**src/rtl/m_seq_gen2.sv**
```systemverilog
`default_nettype none
// +----------------------------------------------------------------------------+
// | Module      : m_seq_gen2                                                   |
// | Description : Start/stop controlled m-sequence (LFSR) chip generator with  |
// |               per-chip hold, single-period or continuous operation.        |
// | Revision    : 1.0 - initial release                                        |
// +----------------------------------------------------------------------------+
module m_seq_gen2 #(
  parameter int                LENGTH   = 6,
  parameter logic [LENGTH-1:0] POLYNOME = 6'b000011,
  parameter int                HOLD_W   = 4
) (
  input  logic              clkin,
  input  logic              rstn,
  input  logic              start_i,
  input  logic [LENGTH-1:0] seed_i,
  input  logic [HOLD_W-1:0] hold_i,
  input  logic              mode_i,
  input  logic              stop_i,
  output logic              ready_o,
  output logic              out_o,
  output logic              strobe_o,
  output logic              last_o,
  output logic              err_o
);

  localparam logic [LENGTH-1:0] c_chip_max = {LENGTH{1'b1}};

  typedef enum logic [0:0] {
    ST_IDLE = 1'b0,
    ST_RUN  = 1'b1
  } state_t;

  state_t              r_state,    w_state;
  logic [LENGTH-1:0]   r_lfsr,     w_lfsr;
  logic [HOLD_W-1:0]   r_hold,     w_hold;
  logic                r_mode,     w_mode;
  logic [HOLD_W-1:0]   r_hold_cnt, w_hold_cnt;
  logic [LENGTH-1:0]   r_chip_cnt, w_chip_cnt;
  logic                r_stop,     w_stop;
  logic                r_err,      w_err;

  logic                w_chip_end;
  logic                w_last_chip;
  logic [LENGTH-1:0]   w_lfsr_adv;

  assign w_chip_end  = (r_hold_cnt == r_hold);
  assign w_last_chip = (r_chip_cnt == c_chip_max);
  assign w_lfsr_adv  = {^(POLYNOME & r_lfsr), r_lfsr[LENGTH-1:1]};

  always_ff @(posedge clkin or negedge rstn) begin
    if (!rstn) begin
      r_state    <= ST_IDLE;
      r_lfsr     <= '0;
      r_hold     <= '0;
      r_mode     <= 1'b0;
      r_hold_cnt <= '0;
      r_chip_cnt <= '0;
      r_stop     <= 1'b0;
      r_err      <= 1'b0;
    end else begin
      r_state    <= w_state;
      r_lfsr     <= w_lfsr;
      r_hold     <= w_hold;
      r_mode     <= w_mode;
      r_hold_cnt <= w_hold_cnt;
      r_chip_cnt <= w_chip_cnt;
      r_stop     <= w_stop;
      r_err      <= w_err;
    end
  end

  always_comb begin
    w_state    = r_state;
    w_lfsr     = r_lfsr;
    w_hold     = r_hold;
    w_mode     = r_mode;
    w_hold_cnt = r_hold_cnt;
    w_chip_cnt = r_chip_cnt;
    w_stop     = r_stop;
    w_err      = 1'b0;

    case (r_state)
      ST_IDLE: begin
        w_stop = 1'b0;
        if (start_i) begin
          if (seed_i != '0) begin
            w_state    = ST_RUN;
            w_lfsr     = seed_i;
            w_hold     = hold_i;
            w_mode     = mode_i;
            w_hold_cnt = '0;
            w_chip_cnt = LENGTH'(1);
          end else begin
            w_err = 1'b1;
          end
        end
      end

      ST_RUN: begin
        if (w_chip_end) begin
          // A stop seen on the final cycle of a chip still ends the run here.
          if (r_stop || stop_i || (w_last_chip && !r_mode)) begin
            w_state    = ST_IDLE;
            w_stop     = 1'b0;
            w_hold_cnt = '0;
            w_chip_cnt = '0;
          end else begin
            w_lfsr     = w_lfsr_adv;
            w_hold_cnt = '0;
            w_chip_cnt = w_last_chip ? LENGTH'(1) : (r_chip_cnt + LENGTH'(1));
          end
        end else begin
          w_hold_cnt = r_hold_cnt + HOLD_W'(1);
          w_stop     = r_stop | stop_i;
        end
      end

      default: begin
        w_state = ST_IDLE;
      end
    endcase
  end

  assign ready_o  = (r_state == ST_IDLE);
  assign out_o    = (r_state == ST_RUN) & r_lfsr[0];
  assign strobe_o = (r_state == ST_RUN) && (r_hold_cnt == '0);
  assign last_o   = strobe_o && w_last_chip;
  assign err_o    = r_err;

endmodule
`default_nettype wire

```
**config.mk**
```make
export PLATFORM = sky130hd
export DESIGN_NAME = m_seq_gen2
export DESIGN_NICKNAME = d
export VERILOG_FILES = /design/src/rtl/m_seq_gen2.sv
export SDC_FILE = /design/constraint.sdc
export NUM_CORES = 1
export LEC_CHECK = 0
export ABC_AREA = 0
export CAP_MARGIN = 10
export CORE_MARGIN = 2
export CORE_UTILIZATION = 48
export CTS_BUF_LIST = sky130_fd_sc_hd__clkbuf_16
export CTS_CLUSTER_SIZE = 24
export DETAILED_ROUTE_END_ITERATION = 7
export GPL_TIMING_DRIVEN = 0
export MAX_ROUTING_LAYER = met4
export PLACE_DENSITY = 0.77
export SLEW_MARGIN = 20
export SYNTH_ARGS = -nofsm -noshare
export SYNTH_HDL_FRONTEND = slang
export SYNTH_SLANG_ARGS = --single-unit
export TNS_END_PERCENT = 10
```
**constraint.sdc**
```tcl
create_clock -name clkin -period 1.9 [get_ports clkin]
set_input_delay 0.38 -clock clkin [delete_from_list [all_inputs] [get_ports clkin]]
set_output_delay 0.38 -clock clkin [all_outputs]
set_load 0.05 [all_outputs]
```
==> results.yml <==
synth:
  ys_seq_area_frac: 0.4167
  synth.distinct_cells: 46
  synth_top_area_share: 0.4167
  syn_inst: 145
  synth-main-ff-cell: "dfrtp_1"
  synth_area_per_cell_um2: 9.941
  synth_nets: 163
  synth_edf_count: 0
  synth_area_leader_cell: "dfrtp_1"
  synth_area_leaders: "dfrtp_1 (42%), mux2_2 (4.7%), nor2_1 (4.2%)"
  yosysWarningCount: 0
  ys_ff_latch: 24
  synthArstFlopShare: 1.000
  synthTopCellsByCount: "dfrtp_1 (24), nor2_1 (16), inv_1 (8), o21ai_0 (8)"
  yosysMostFrequentCell: "dfrtp_1"
  syn-cell-area_um2: 1441
clocking:
  cts_tree: "done"
  clock-sinks: 24
  cts_hold_buf: 0
  clkSlewWorstSetupHoldPaths_ns: 0.06
  cts_inserted_buffers: 3
  cts.htree.levels: 1
  cts-root-buf: "clkbuf_16"
  clkLatencyLatePin_ns: 0.26
  clockBufferDepth: 2
worst_setup_path:
  crit_fanout: 10
  crit_type: "reg2reg"
  r2r_slack_ns: -0.06
  rr_worst_depth: 5
  cp-start-kind: "flop"
  worstPathArrival_ns: 2.10
  required_ns: 2.04
  worstSetupEndpointType: "flop"
  r2r_end: "r_lfsr[0]"
  reg2reg_from: "r_hold_cnt[1]"
  critPathCapture: "r_lfsr[0]"
  crit_path_start: "r_hold_cnt[1]"
timing:
  finalSetupViolations: 4
  fin_ws_ns: -0.06414
  finalSetupTns_ns: -0.1431
  fin_crit_ns: 1.964
  grt_setup_unrepaired: "true"
  hold_violations: 0
  clock.fmax_mhz: 509.1
  drv_slew: 0
  fin_crit_sh: 1.034
  slew_headroom: 0.6351
  fin_skew_ns: 0.002686
  tightestPinTransition_ns: 0.5474
floorplanning:
  num_rows: 19
  die_x_um: 58.80
  die_height_um: 58.80
  core_um2: 2805
  fp.dieArea_um2: 3457
  ioPinCount: 20
  initial_core_util: 0.5138
power:
  power_density_nw_per_um2: 1529
  peakVddDrop_mv: 0.8387
  p_leak_uw: 0.0007815
place:
  gp_congestion: 0.8867
  post-place-ws_ns: -0.5135
  dp_hpwl_mm: 2.329
  detailed_place.area_um2: 1683
  port_buffers: 19
  dp.cells: 195
cells_and_area:
  finalNetCount: 190
  layout.cells.non_filler: 201
  drive_gt1_frac: 0.2235
  num_antenna_cells: 0
  design_area_um2: 1837
  syn_to_final_growth_pct: 27.43
  nFillCells: 239
global_route:
  grt_pass1_vias: 1295
  grtUsageTotal: 0.2285
  grt_overflow_total: 0
  antenna_found_initial: 0
  grt_first_pass_wirelength_mm: 5.892
  grt_start_max_net_pins: 25
worst_hold_path:
  hold_path_class: "in2async"
drt:
  wl_per_cell_um: 16.77
  vias_per_cell: 6.338
  dr.pass1.iters: 6
  vias: 1274
  final_antenna_net_count: 0
  routed_wl_mm: 3.370
  drc: 1
  first_iter_violations: 54
job:
  cap_violations: 0
status:
  violations: "DRC, setup timing"
  status: "complete, but fails checks"
## worst max-delay path: stages, from the launching register on
cell     delay [ns]
dfrtp_2        0.44
xor2_1         0.18
or4_1          0.56
buf_6          0.16
buf_8          0.14
o311a_1        0.36
## cell type report
| type | instances | area, um2 | area share |
|---|---|---|---|
| inverters | 9 | 33.78 | 0.01839 |
| repair buffers | 22 | 197.7 | 0.1076 |
| plain buffers | 5 | 50.05 | 0.02725 |
| flip-flops and latches | 24 | 601.8 | 0.3277 |
| clock buffers | 3 | 75.07 | 0.04087 |
| well taps | 31 | 38.79 | 0.02112 |
| multi-input cells | 107 | 839.6 | 0.4571 |
## logic make-up after synthesis
| kind of cell | count (synthesis) | share of synthesized area |
|---|---|---|
| DFF | 24 | 0.4167 |
| adders and majority gates | 3 | 0.02604 |
| muxes | 8 | 0.06076 |
| and+or+nand+nor | 56 | 0.2083 |
| buffers and inverters | 14 | 0.05468 |
| AOI/OAI and AO/OA | 34 | 0.1971 |
| xor gates and xnor gates | 6 | 0.03646 |
## power by group
| group | total (uW) | internal, uW | switching (uW) |
|---|---|---|---|
| combinational | 1400 | 653 | 751 |
| sequential | 956 | 711 | 246 |
| clock | 448 | 278 | 170 |
## state kept, by name, indices dropped and copies added, names as in the netlist
register	cells
r_chip_cnt	6
r_state	1
r_stop	1
r_lfsr	6
r_hold_cnt	4
r_hold	4
r_mode	1
err_o	1
## routing by layer
layer | share of wire | wire length (um) | global-route usage
met1 | 0.44 | 1473 | 0.2907
met2 | 0.50 | 1673 | 0.3635
met3 | 0.045 | 153 | 0.03297
met4 | 0.021 | 70 | 0.09740
met5 | 0 | 0 | -
## worst min path at each step
stage                   start            end  slack, ns  cells after the start
floorplan                rstn          err_o       0.08                      0
global placement    r_lfsr[5]      r_lfsr[5]       0.50                      1
detailed placement  r_lfsr[5]      r_lfsr[5]       0.51                      1
CTS                 r_lfsr[5]      r_lfsr[5]       0.53                      1
global route             rstn         r_stop       0.16                      1
finish                   rstn  r_hold_cnt[2]       0.11                      1
## cells in the final DEF (no fill, tap or decap), types with 2 or more instances in the layout
master and count:
o21ai_0 7, xor2_1 5, or2_2 2, mux2_2 6, o2bb2ai_1 2, nor2_1 16, inv_1 8, or3_1 2
a221oi_2 3, dlygate4sd2_1 3, nand2b_1 3, nand3_1 2, a221o_1 2, o32a_1 4, a22o_1 2, o21ai_2 2
dfrtp_1 23, buf_2 3, nor3b_1 2, ha_1 2, buf_6 3, nand2_1 7, nor3_1 6, nor4_1 5
clkbuf_16 3, clkdlybuf4s50_1 11, mux2i_1 2, buf_4 4
## per-stage QoR
step                hold slack (ns)  power (uW)    util
floorplan                   0.08441        1897       -
global placement             0.5046        2161  0.5999
detailed placement           0.5130        2224  0.5999
CTS                          0.5263        2681  0.6338
global route                 0.1580        3003  0.6548
finish                       0.1075        2808  0.6548
## repair_timing
| action | CTS | global route |
|---|---|---|
| endpoints found under the setup margin | 15 | 17 |
| buffers inserted | 0 | 3 |
| gates resized for setup | 25 | 12 |
| pin swaps | 1 | 2 |
Power figures use the tool's default switching activity.
